===== config.mk =====
export PLATFORM = sky130hd
export DESIGN_NAME = store_buffer_flat
export DESIGN_NICKNAME = d
export VERILOG_FILES = /design/src/rtl/store_buffer_if.sv /design/src/rtl/store_buffer.sv /design/src/flat_wrapper.sv
export SDC_FILE = /design/constraint.sdc
export NUM_CORES = 1
export LEC_CHECK = 0
export CELL_PAD_IN_SITES_DETAIL_PLACEMENT = 0
export CELL_PAD_IN_SITES_GLOBAL_PLACEMENT = 1
export CORE_MARGIN = 10
export CORE_UTILIZATION = 35
export CTS_BUF_LIST = sky130_fd_sc_hd__clkbuf_4 sky130_fd_sc_hd__clkbuf_8 sky130_fd_sc_hd__clkbuf_16
export DETAILED_ROUTE_END_ITERATION = 10
export GPL_ROUTABILITY_DRIVEN = 0
export PLACE_DENSITY = 0.79
export SLEW_MARGIN = 20
export SYNTH_ARGS = -nofsm -noshare
export SYNTH_HDL_FRONTEND = slang
export SYNTH_SLANG_ARGS = --single-unit

===== constraint.sdc =====
create_clock -name clk -period 3.7 [get_ports clk]
set_input_delay 0.74 -clock clk [delete_from_list [all_inputs] [get_ports clk]]
set_output_delay 0.74 -clock clk [all_outputs]
set_load 0.005 [all_outputs]

===== src/rtl/store_buffer_if.sv =====
// Store buffer bus: core store handshake, drain control, load forwarding
// path and the memory read/write ports, bundled as one interface.
// The slave side is the buffer; the master side is the core plus memory.
interface store_buffer_if;
  logic        st_valid;
  logic        st_ready;
  logic [31:0] st_address;
  logic [31:0] st_data;
  logic        drain_en;
  logic [31:0] ld_address;
  logic [31:0] ld_data;
  logic [31:0] mem_read_address_1;
  logic [31:0] mem_read_data_1;
  logic [31:0] mem_write_address;
  logic [31:0] mem_write_data;
  logic        mem_write_enable;

  modport master (
    output st_valid,
    output st_address,
    output st_data,
    output drain_en,
    output ld_address,
    output mem_read_data_1,
    input  st_ready,
    input  ld_data,
    input  mem_read_address_1,
    input  mem_write_address,
    input  mem_write_data,
    input  mem_write_enable
  );

  modport slave (
    input  st_valid,
    input  st_address,
    input  st_data,
    input  drain_en,
    input  ld_address,
    input  mem_read_data_1,
    output st_ready,
    output ld_data,
    output mem_read_address_1,
    output mem_write_address,
    output mem_write_data,
    output mem_write_enable
  );
endinterface


===== src/rtl/store_buffer.sv =====
// In-order store buffer: a FIFO of {address, data} entries that accepts
// stores from the core, retires the head entry to memory one per cycle when
// drain_en allows, and forwards the youngest matching entry to loads.
module store_buffer #(
  parameter int DEPTH = 4
) (
  input  logic                   clk,
  input  logic                   rst_n,
  store_buffer_if.slave          bus,
  output logic [$clog2(DEPTH):0] count,
  output logic                   empty
);

  localparam int PTR_W = $clog2(DEPTH);
  localparam int CNT_W = PTR_W + 1;

  logic [PTR_W-1:0] head_reg;
  logic [PTR_W-1:0] head_next;
  logic [PTR_W-1:0] tail_reg;
  logic [PTR_W-1:0] tail_next;
  logic [CNT_W-1:0] count_reg;
  logic [CNT_W-1:0] count_next;

  // Entry storage; contents are meaningful only where the valid bit is set.
  logic [31:0] addr_mem [DEPTH];
  logic [31:0] data_mem [DEPTH];

  logic [DEPTH-1:0] valid_vec;
  logic [DEPTH-1:0] match_vec;

  logic             st_ready_int;
  logic             empty_int;
  logic             enq;
  logic             deq;
  logic             fwd_hit;
  logic [31:0]      fwd_data;
  logic [PTR_W-1:0] fwd_idx;

  // Ready and empty come only from registered occupancy, so st_ready never
  // sees a same-cycle retire: a full buffer reopens the cycle after a drain.
  assign st_ready_int = (count_reg != CNT_W'(DEPTH));
  assign empty_int    = (count_reg == '0);
  assign enq          = bus.st_valid && st_ready_int;
  assign deq          = bus.drain_en && !empty_int;

  // Pointer and occupancy next-state; pointers wrap naturally at DEPTH.
  always_comb begin
    head_next  = head_reg;
    tail_next  = tail_reg;
    count_next = count_reg;
    if (enq) begin
      tail_next = tail_reg + 1'b1;
    end
    if (deq) begin
      head_next = head_reg + 1'b1;
    end
    case ({enq, deq})
      2'b10:   count_next = count_reg + 1'b1;
      2'b01:   count_next = count_reg - 1'b1;
      default: count_next = count_reg;
    endcase
  end

  // Pointer and occupancy registers; reset discards every pending store.
  always_ff @(posedge clk or negedge rst_n) begin
    if (!rst_n) begin
      head_reg  <= '0;
      tail_reg  <= '0;
      count_reg <= '0;
    end else begin
      head_reg  <= head_next;
      tail_reg  <= tail_next;
      count_reg <= count_next;
    end
  end

  // Capture the accepted store into the tail slot; storage needs no reset.
  always_ff @(posedge clk) begin
    if (enq) begin
      addr_mem[tail_reg] <= bus.st_address;
      data_mem[tail_reg] <= bus.st_data;
    end
  end

  // Per-entry valid bit and load-address comparator.
  genvar gi;
  generate
    for (gi = 0; gi < DEPTH; gi++) begin : g_entry
      logic entry_valid_reg;

      // Set on enqueue into this slot, cleared when this slot retires.
      // Enqueue and retire cannot target the same slot in one cycle: that
      // would require the buffer to be both empty and full.
      always_ff @(posedge clk or negedge rst_n) begin
        if (!rst_n) begin
          entry_valid_reg <= 1'b0;
        end else if (enq && (tail_reg == PTR_W'(gi))) begin
          entry_valid_reg <= 1'b1;
        end else if (deq && (head_reg == PTR_W'(gi))) begin
          entry_valid_reg <= 1'b0;
        end
      end

      assign valid_vec[gi] = entry_valid_reg;
      // The head entry retiring this cycle is still valid here, so it keeps
      // forwarding until memory has actually been written.
      assign match_vec[gi] = entry_valid_reg && (addr_mem[gi] == bus.ld_address);
    end
  endgenerate

  // Walk entries oldest to youngest from head; the last hit wins, which is
  // the youngest matching store. A store enqueued this cycle is not valid
  // yet, so it cannot forward until the next cycle.
  always_comb begin
    fwd_hit  = 1'b0;
    fwd_data = '0;
    fwd_idx  = head_reg;
    for (int k = 0; k < DEPTH; k++) begin
      fwd_idx = head_reg + PTR_W'(k);
      if (match_vec[fwd_idx]) begin
        fwd_hit  = 1'b1;
        fwd_data = data_mem[fwd_idx];
      end
    end
  end

  assign bus.st_ready           = st_ready_int;
  assign bus.mem_read_address_1 = bus.ld_address;
  assign bus.ld_data            = fwd_hit ? fwd_data : bus.mem_read_data_1;
  assign bus.mem_write_address  = addr_mem[head_reg];
  assign bus.mem_write_data     = data_mem[head_reg];
  assign bus.mem_write_enable   = deq;

  assign count = count_reg;
  assign empty = empty_int;

endmodule


===== src/flat_wrapper.sv =====
// flat-port wrapper written by rule: the top's interface ports become plain ports
module store_buffer_flat 
#(
  parameter int DEPTH = 4
)
  (clk, rst_n, count, empty, bus_st_valid, bus_st_address, bus_st_data, bus_drain_en, bus_ld_address, bus_mem_read_data_1, bus_st_ready, bus_ld_data, bus_mem_read_address_1, bus_mem_write_address, bus_mem_write_data, bus_mem_write_enable);
  store_buffer_if bus_i ();
  input  logic clk;
  input  logic rst_n;
  output logic [$clog2(DEPTH):0] count;
  output logic empty;
  input wire logic [$bits(bus_i.st_valid)-1:0] bus_st_valid;
  input wire logic [$bits(bus_i.st_address)-1:0] bus_st_address;
  input wire logic [$bits(bus_i.st_data)-1:0] bus_st_data;
  input wire logic [$bits(bus_i.drain_en)-1:0] bus_drain_en;
  input wire logic [$bits(bus_i.ld_address)-1:0] bus_ld_address;
  input wire logic [$bits(bus_i.mem_read_data_1)-1:0] bus_mem_read_data_1;
  output wire logic [$bits(bus_i.st_ready)-1:0] bus_st_ready;
  output wire logic [$bits(bus_i.ld_data)-1:0] bus_ld_data;
  output wire logic [$bits(bus_i.mem_read_address_1)-1:0] bus_mem_read_address_1;
  output wire logic [$bits(bus_i.mem_write_address)-1:0] bus_mem_write_address;
  output wire logic [$bits(bus_i.mem_write_data)-1:0] bus_mem_write_data;
  output wire logic [$bits(bus_i.mem_write_enable)-1:0] bus_mem_write_enable;
  assign bus_i.st_valid = bus_st_valid;
  assign bus_i.st_address = bus_st_address;
  assign bus_i.st_data = bus_st_data;
  assign bus_i.drain_en = bus_drain_en;
  assign bus_i.ld_address = bus_ld_address;
  assign bus_i.mem_read_data_1 = bus_mem_read_data_1;
  assign bus_st_ready = bus_i.st_ready;
  assign bus_ld_data = bus_i.ld_data;
  assign bus_mem_read_address_1 = bus_i.mem_read_address_1;
  assign bus_mem_write_address = bus_i.mem_write_address;
  assign bus_mem_write_data = bus_i.mem_write_data;
  assign bus_mem_write_enable = bus_i.mem_write_enable;
  store_buffer #(.DEPTH(DEPTH)) u_core (.clk(clk), .rst_n(rst_n), .bus(bus_i), .count(count), .empty(empty));
endmodule

==> results of run 1 <==
[synthesized netlist by cell type, types with 31 or more instances]
cell type	n	area share (%)
edfxtp_1	256	47
mux4_2	95	13
nor2_1	38	0.88
buf_4	35	1.6
nand4_1	31	1.2
a22oi_1	32	1.5
mux4_4	66	10
o21ai_0	37	1.1
xor2_1	60	3.2
o211a_1	32	2.0
xnor2_1	65	3.5
[timing repair]
action                                  in CTS  in global routing
buffers inserted                            12                  7
pin swaps                                   19                 21
cloned                                       4                  2
endpoints found under the setup margin      73                 57
resized for setup                          185                 73
hold buffers                                 0                  0
[path summary, 6_finish.rpt]
| check | start | end | slack [ns] | cells after the start |
|---|---|---|---|---|
| setup / recovery | bus_ld_address[14] | bus_ld_data[14] | -0.64 | 12 |
| hold / removal | u_core.count[2] | u_core.count[2] | 0.52 | 1 |
| setup reg to reg | u_core.count[0] | u_core.count[2] | 1.55 | 10 |
| hold reg to reg | u_core.count[2] | u_core.count[2] | 0.52 | 1 |
| max in group asynchronous | rst_n | u_core.head_reg[1] | 2.71 | 1 |
| min in group asynchronous | rst_n | u_core.head_reg[0] | 0.54 | 1 |
[area by class of cell]
class,instances,share of cell area [%]
clock inverter,16,0.7024
multi-input combinational,650,36.12
tap,600,3.399
sequential,267,36.08
inverter,14,0.2379
clock buffer,40,3.818
timing repair buffer,454,19.63
antenna,1,0.01133
[cells by family (layout without fill, tap and decap cells)]
kind of cell	Yosys count	after routing	share of synthesized area [%]
AOI/OAI and AO/OA	183	183	9.053
xor gates and xnor gates	125	125	6.765
adders and majority gates	10	10	0.8195
buffers and inverters	118	524	4.793
DFF	267	267	49.20
muxes	163	163	23.56
other	0	1	0
and+or+nand+nor	169	169	5.814
[power breakdown]
part	internal [mW]	switching, mW
registers	4.03	0.431
logic	4.41	3.22
clock network	1.80	1.20
[worst reg2reg max path: cells and delay by family, from the launching register on]
| family | cells | cell delay (ns) |
|---|---|---|
| flip-flops | 1 | 0.43 |
| buffers and inverters | 3 | 0.24 |
| AND/OR/NAND/NOR | 3 | 0.59 |
| XOR/XNOR | 2 | 0.30 |
| adder cells (fa/ha/maj) | 2 | 0.53 |
[routing by layer]
layer	share of wire [%]	vias to the layer above	global-route usage (%)	wire [um]
met3	8.0	83	4.057	4265
met5	0.051	-	0	27
li1	-	5018	-	-
met4	2.5	4	5.010	1320
met2	51	566	32.27	27350
met1	38	6024	22.27	20300
[stage by stage]
step                      instance area [um^2]  hold slack (ns)  setup slack, ns
after floorplan                          16180           0.4420          0.01693
final                                    22090           0.5151          -0.6373
after global routing                     22090           0.5373          -0.7415
after detailed placement                 20470           0.5039           -1.617
after global placement                   20470           0.5154           -1.517
after CTS                                21690           0.5221          -0.8346
==> results.md, run 1 <==
* Critical path, cell by cell: dlygate4sd2_1 -> xor2_2 -> nor4_2 -> nand3_2 -> or4_4 -> buf_6 -> o22ai_4 -> a21oi_4 -> buf_12 -> o211a_1 -> o31ai_2 -> buf_2
* Hold Crit Class: flop to flop
* WL final at between 50000 and 60000 um
* Post-synthesis register bit count at 267
* Routed len/inst at 26.09 um
* Synthesized Nets at 1177
* Min Clock Period, post-route at 4.337 ns
* Routed Antenna Nets at 0
* I/O pin count at 266
* Max Slew Vio Count at 0
* Multi-input logic area at about 0.0080 mm^2
* Row cnt at slightly below 80
* Crit share post-route at 117.2%
* Overall routing resource usage at a little under a fifth
* Die Y at between 200 and 250 um
* Highest net fanout along the worst path at 27
* Final nets at about 1600
* VDD IR-drop max at 518.3 uV
* Maximum root-to-sink buffer count at 3
* DR DRC count at 0
* Worst-path clk slew at 0.06 ns
* Commonest non-fill, non-tap cell in the layout: edfxtp_1
* Post-synthesis cell count at 1035
* Critical Path End Type: output pin
* Most frequent cells in the layout: edfxtp_1 (256), clkdlybuf4s50_1 (201), buf_4 (150), mux4_2 (95), mux4_4 (66)
* Syn_area_per_cell at 15.64 um^2
* Detail Placement HPWL at approximately 37000 um
* Final Util at 48.47%
* Final total power at 15.09 mW
* Fraction of registers with async set/reset at 4.120%
* Leakage at 7.575 nW
* Worst-Margin Slew at 0.5992 ns
* Share of layout cells above drive strength 1 at 37.27%
* Synth Flop Type: edfxtp_1
* Fin cells at 2042
* Initial Utilization at between 30% and 40%
* # clock sinks at 267
* Via count at 11700
* Dpl cells at 1965
* Power density cells at 683.1 mW/mm^2
* Seq/Total Area, Yosys at roughly half
* Final setup margin at -0.6373 ns
* Clk_lat worst skew at ~0.58 ns
* Critical path class: input port to output pin
* DIE WIDTH at 235.0 um
* CTS buffer count at 31
* Core outline area at 0.04558 mm^2
* Failing checks: negative setup slack
* Slowest stage delay, CP at around 0.5 ns
* Final TNS setup at -18.84 ns
* Pin count of the biggest net entering global routing at 73
* Filler cells at 3864
* Vias in the first global route at 12220
* GRT Residual Overflow at 0
* Crit-path leading delay family: simple AND/OR/NAND/NOR gates
* First-pass GRT wire length at 78650 um
* Footprint of the flip-flops and latches at 0.007970 mm^2
* Yosys warnings at 0
* Fmax at 230.6 MHz
* Syn Std Cell Area at 0.01618 mm^2
* EDFF count, synth at about 260
* Area grow syn2layout at 36.48%
* Via-to-Cell Ratio at 5.727
* Initial antenna violation count at 4
* Final setup violation count at 34
* I/O Buffers at 265
* Slowest stage cell, crit path: or4_4
* Status: finished with violations
* Fin. Hold Viols at 0
* Drt first pass iters at 5
* Total number of H-tree levels at 1
* 1st-iter DRT viols at ~970
* Root buf cell: clkbuf_16
* Critical Path RT at 2.96 ns
* Buf+Inv Stages, Crit Path at 4
* Die ar. at between 0.05 and 0.06 mm^2
* Unrepaired setup endpoints after global routing: yes
* Clk_skew at 0.02065 ns
* MaxCap Viol Count at 0
* Crit start category: input port
* CTS tree: yes
* Distinct cells, synth at 63
* CP arrival at 3.60 ns
* Headroom to the max-slew limit at 59.93%
(Power assumes the default switching activity.)
==> inputs of run 2 (changes only) <==
- ABC_AREA: default -> 1
- PLACE_DENSITY: 0.79 -> 0.87
==> run 2 against run 1 <==
Against the previous run:
- the flow still finishes with violations (negative setup slack)
- final cell count is 73% higher
- global-route usage is 2.5 points higher
- count of clock-buffer cells in the layout is 9 lower
- sequential power is 3% lower
- final area is 8.9% higher
- sequential cell count stayed put
- critical endpoint is now bus_ld_data[0]
- largest power group unchanged
==> results.md, run 2 <==
* Root buf cell: clkbuf_16 (unchanged)
* Routed Antenna Nets at 0 (unchanged)
* Share of layout cells above drive strength 1 at 18.78% (was 37.27%)
* Synth Flop Type: edfxtp_1 (unchanged)
* Final nets at 2984 (was 1560)
* I/O Buffers at 265 (unchanged)
* Core outline area at 0.04997 mm^2 (was 0.04558 mm^2)
* Final setup violation count at 24 (was 34)
* First-pass GRT wire length at 97220 um (was 78650 um)
* MaxCap Viol Count at 0 (unchanged)
* Via-to-Cell Ratio at 4.995 (was 5.727)
* Syn_area_per_cell at 7.136 um^2 (was 15.64 um^2)
* Leakage at 10.98 nW (was 7.575 nW)
* Dpl cells at 3409 (was 1965)
* Hold Crit Class: input port to asynchronous set/reset pin (was flop to flop)
* Initial Utilization at 35.21% (was 35.51%)
* Maximum root-to-sink buffer count at 3 (unchanged)
* # clock sinks at 267 (unchanged)
* Highest net fanout along the worst path at 8 (was 27)
* Fin. Hold Viols at 0 (unchanged)
* 1st-iter DRT viols at 1681 (was 973)
* Worst-path clk slew at 0.06 ns (about the same)
* Max Slew Vio Count at 0 (unchanged)
* Commonest non-fill, non-tap cell in the layout: nand2_1 (was edfxtp_1)
* Critical path class: input port to output pin (unchanged)
* Synth top area cells: edfxtp_1 (44%), nand2_1 (21%), o21ai_0 (8.1%) (was edfxtp_1 (47%), mux4_2 (13%), mux4_4 (10%))
* Area grow syn2layout at 36.71% (was 36.48%)
* Post-synthesis cell count at 2465 (was 1035)
* Distinct cells, synth at 37 (was 63)
* Status: finished with violations (unchanged)
* Final setup margin at -0.1177 ns (was -0.6373 ns)
* DR DRC count at 0 (unchanged)
* Row cnt at 82 (was 78)
* Routed len/inst at 18.51 um (was 26.09 um)
* Power density cells at 844.7 mW/mm^2 (was 683.1 mW/mm^2)
* Most frequent cells in the layout: nand2_1 (913), inv_1 (293), o21ai_0 (277), edfxtp_1 (256), clkdlybuf4s50_1 (201) (was edfxtp_1 (256), clkdlybuf4s50_1 (201), buf_4 (150), mux4_2 (95), mux4_4 (66))
* Via count at 17670 (was 11700)
* Fraction of registers with async set/reset at 4.120% (unchanged)
* Most numerous cell in the Yosys netlist: nand2_1 (was edfxtp_1)
* Worst-Margin Slew at 0.6573 ns (was 0.5992 ns)
* Most instantiated cells after synthesis: nand2_1 (982), inv_1 (300), o21ai_0 (286) (was edfxtp_1 (256), mux4_2 (95), mux4_4 (66))
* Critical Path RT at 2.96 ns (about the same)
* CTS buffer count at 30 (was 31)
* EDFF count, synth at 256 (unchanged)
* Yosys warnings at 0 (unchanged)
* Drt first pass iters at 6 (was 5)
* CTS tree: yes (unchanged)
* Die ar. at 0.05963 mm^2 (was 0.05524 mm^2)
* Synthesized Nets at 2607 (was 1177)
* Crit start category: input port (unchanged)
* VDD IR-drop max at 630.9 uV (was 518.3 uV)
* DIE WIDTH at 244.2 um (was 235.0 um)
* I/O pin count at 266 (unchanged)
* Unrepaired setup endpoints after global routing: yes (unchanged)
* Syn Std Cell Area at 0.01759 mm^2 (was 0.01618 mm^2)
* Die Y at 244.2 um (was 235.0 um)
* GRT Residual Overflow at 0 (unchanged)
* Failing checks: negative setup slack (unchanged)
* Crit share post-route at 103.2% (was 117.2%)
* Initial antenna violation count at 5 (was 4)
* Min Clock Period, post-route at 3.818 ns (was 4.337 ns)
* Pin count of the biggest net entering global routing at 193 (was 73)
* Pre-CTS setup slack at -0.8124 ns (was -1.617 ns)
* Overall routing resource usage at 20.85% (was 18.37%)
* Clk_lat worst skew at 0.59 ns (was 0.58 ns)
* Fin cells at 3537 (was 2042)
* Filler cells at 4784 (was 3864)
* WL final at 65470 um (was 53270 um)
* Detail Placement HPWL at 45980 um (was 36550 um)
* Total number of H-tree levels at 1 (unchanged)
* Seq/Total Area, Yosys at 45.27% (was 49.20%)
* Dominant cell type by area after synthesis: edfxtp_1 (unchanged)
* Headroom to the max-slew limit at 56.18% (was 59.93%)
* Fmax at 261.9 MHz (was 230.6 MHz)
* Clk_skew at 0.03139 ns (was 0.02065 ns)
* Top cell type's share of synthesized area at 43.70% (was 47.50%)
* Vias in the first global route at 16980 (was 12220)
* CP arrival at 3.08 ns (was 3.60 ns)
* Critical Path End Type: output pin (unchanged)
* Post-synthesis register bit count at 267 (unchanged)
==> run 2: changes by cell type in the layout (fill, tap and decap cells not counted), moves of 40 or more <==
cell and delta:
a21oi_1 +75, inv_1 +279, inv_2 +40, mux4_2 -95, mux4_4 -66, nand2_1 +894
nand2_2 +69, nor2_1 +82, o21ai_0 +243, xor2_1 -50
==> run 2: through the flow <==
stage | area [um^2] | hold WS (ns) | util, % | TNS, ns | total power, mW
final | 24050 | 0.5071 | 48.13 | -1.888 | 20.31
after global routing | 24050 | 0.5395 | 48.12 | -5.577 | 21.77
after CTS | 23800 | 0.5080 | 47.63 | -0.5723 | 19.92
after detailed placement | 21650 | 0.4977 | 43.32 | -24.79 | 15.07
after global placement | 21650 | 0.4886 | 43.32 | -24.52 | 14.93
after floorplan | 17590 | 0.4444 | - | 0 | 10.60
==> run 2: timing repair <==
| action | CTS | global route |
|---|---|---|
| setup buffers | 54 | 14 |
| hold buffers | 0 | 0 |
| resized for setup | 377 | 97 |
| endpoints found under the hold margin | 0 | 0 |
| gates cloned | 10 | 1 |
| endpoints found under the setup margin | 35 | 41 |
| pin swaps | 71 | 55 |
==> run 2: cells by family after synthesis <==
| family | after synthesis | synth area share (%) |
|---|---|---|
| adder cells (fa/ha/maj) | 10 | 0.7540 |
| XOR/XNOR | 23 | 1.145 |
| AO/OA/AOI/OAI | 436 | 12.68 |
| AND/OR/NAND/NOR | 1247 | 28.31 |
| buffers and inverters | 482 | 11.85 |
| flip-flops | 267 | 45.27 |
==> run 2: area by class of cell <==
type,count,area [um^2],area share (%)
Clock buffer,31,758.2,3.153
Tap cell,672,840.8,3.496
Inverter,339,1290,5.364
Timing Repair Buffer,487,4805,19.98
Multi-Input combinational cell,1717,8117,33.75
Sequential cell,267,7970,33.14
Clock inverter,23,265.3,1.103
Antenna cell,1,2.502,0.01041
==> run 2: path summary, 6_finish.rpt <==
kind                                                        start                                end  slack [ns]  depth (start not counted)
max in group asynchronous                                   rst_n                 u_core.head_reg[0]        2.76                          1
worst max register to register                    u_core.count[0]             u_core.addr_mem[3][12]        1.48                          7
worst min register to register  u_core.g_entry[1].entry_valid_reg  u_core.g_entry[1].entry_valid_reg        0.51                          2
min in group clk                u_core.g_entry[1].entry_valid_reg  u_core.g_entry[1].entry_valid_reg        0.51                          2
worst min-delay path                                        rst_n                 u_core.tail_reg[0]        0.51                          1
worst max-delay path                           bus_ld_address[31]                     bus_ld_data[0]       -0.12                         23
==> run 2: power breakdown <==
group          leakage, nW  switching [mW]  internal (mW)
clock                0.499            1.28           1.84
combinational         8.01            7.32           5.53
sequential            2.47           0.334           4.02
==> run 2: layer usage <==
metal  global-route usage [%]  up-vias  share of wire [%]
met4                    8.566       10                4.2
met1                    25.83     8119                 41
met5                        0        -              0.087
met2                    35.11      786                 46
li1                         -     8596                  -
met3                    3.968      156                8.8
==> run 2: critical path: stages <==
cell	delay, ns
clkdlybuf4s15_1	0.21
buf_6	0.16
nand2_2	0.08
nand2_1	0.05
inv_1	0.07
nand3_2	0.10
nor2_2	0.15
nand2_1	0.09
nor2_2	0.16
nand3_4	0.14
nand3_4	0.15
buf_8	0.13
buf_12	0.12
buf_8	0.11
buf_12	0.09
nand3_2	0.06
nand2_1	0.06
inv_1	0.04
nand2_1	0.04
nand2_1	0.04
nand2_1	0.07
nand2_1	0.06
buf_2	0.12
==> inputs of run 3 (changes only) <==
- CTS_CLUSTER_SIZE: default -> 20
==> results of run 3 <==
The final DEF is identical to that of run 2; final timing and power are the same.
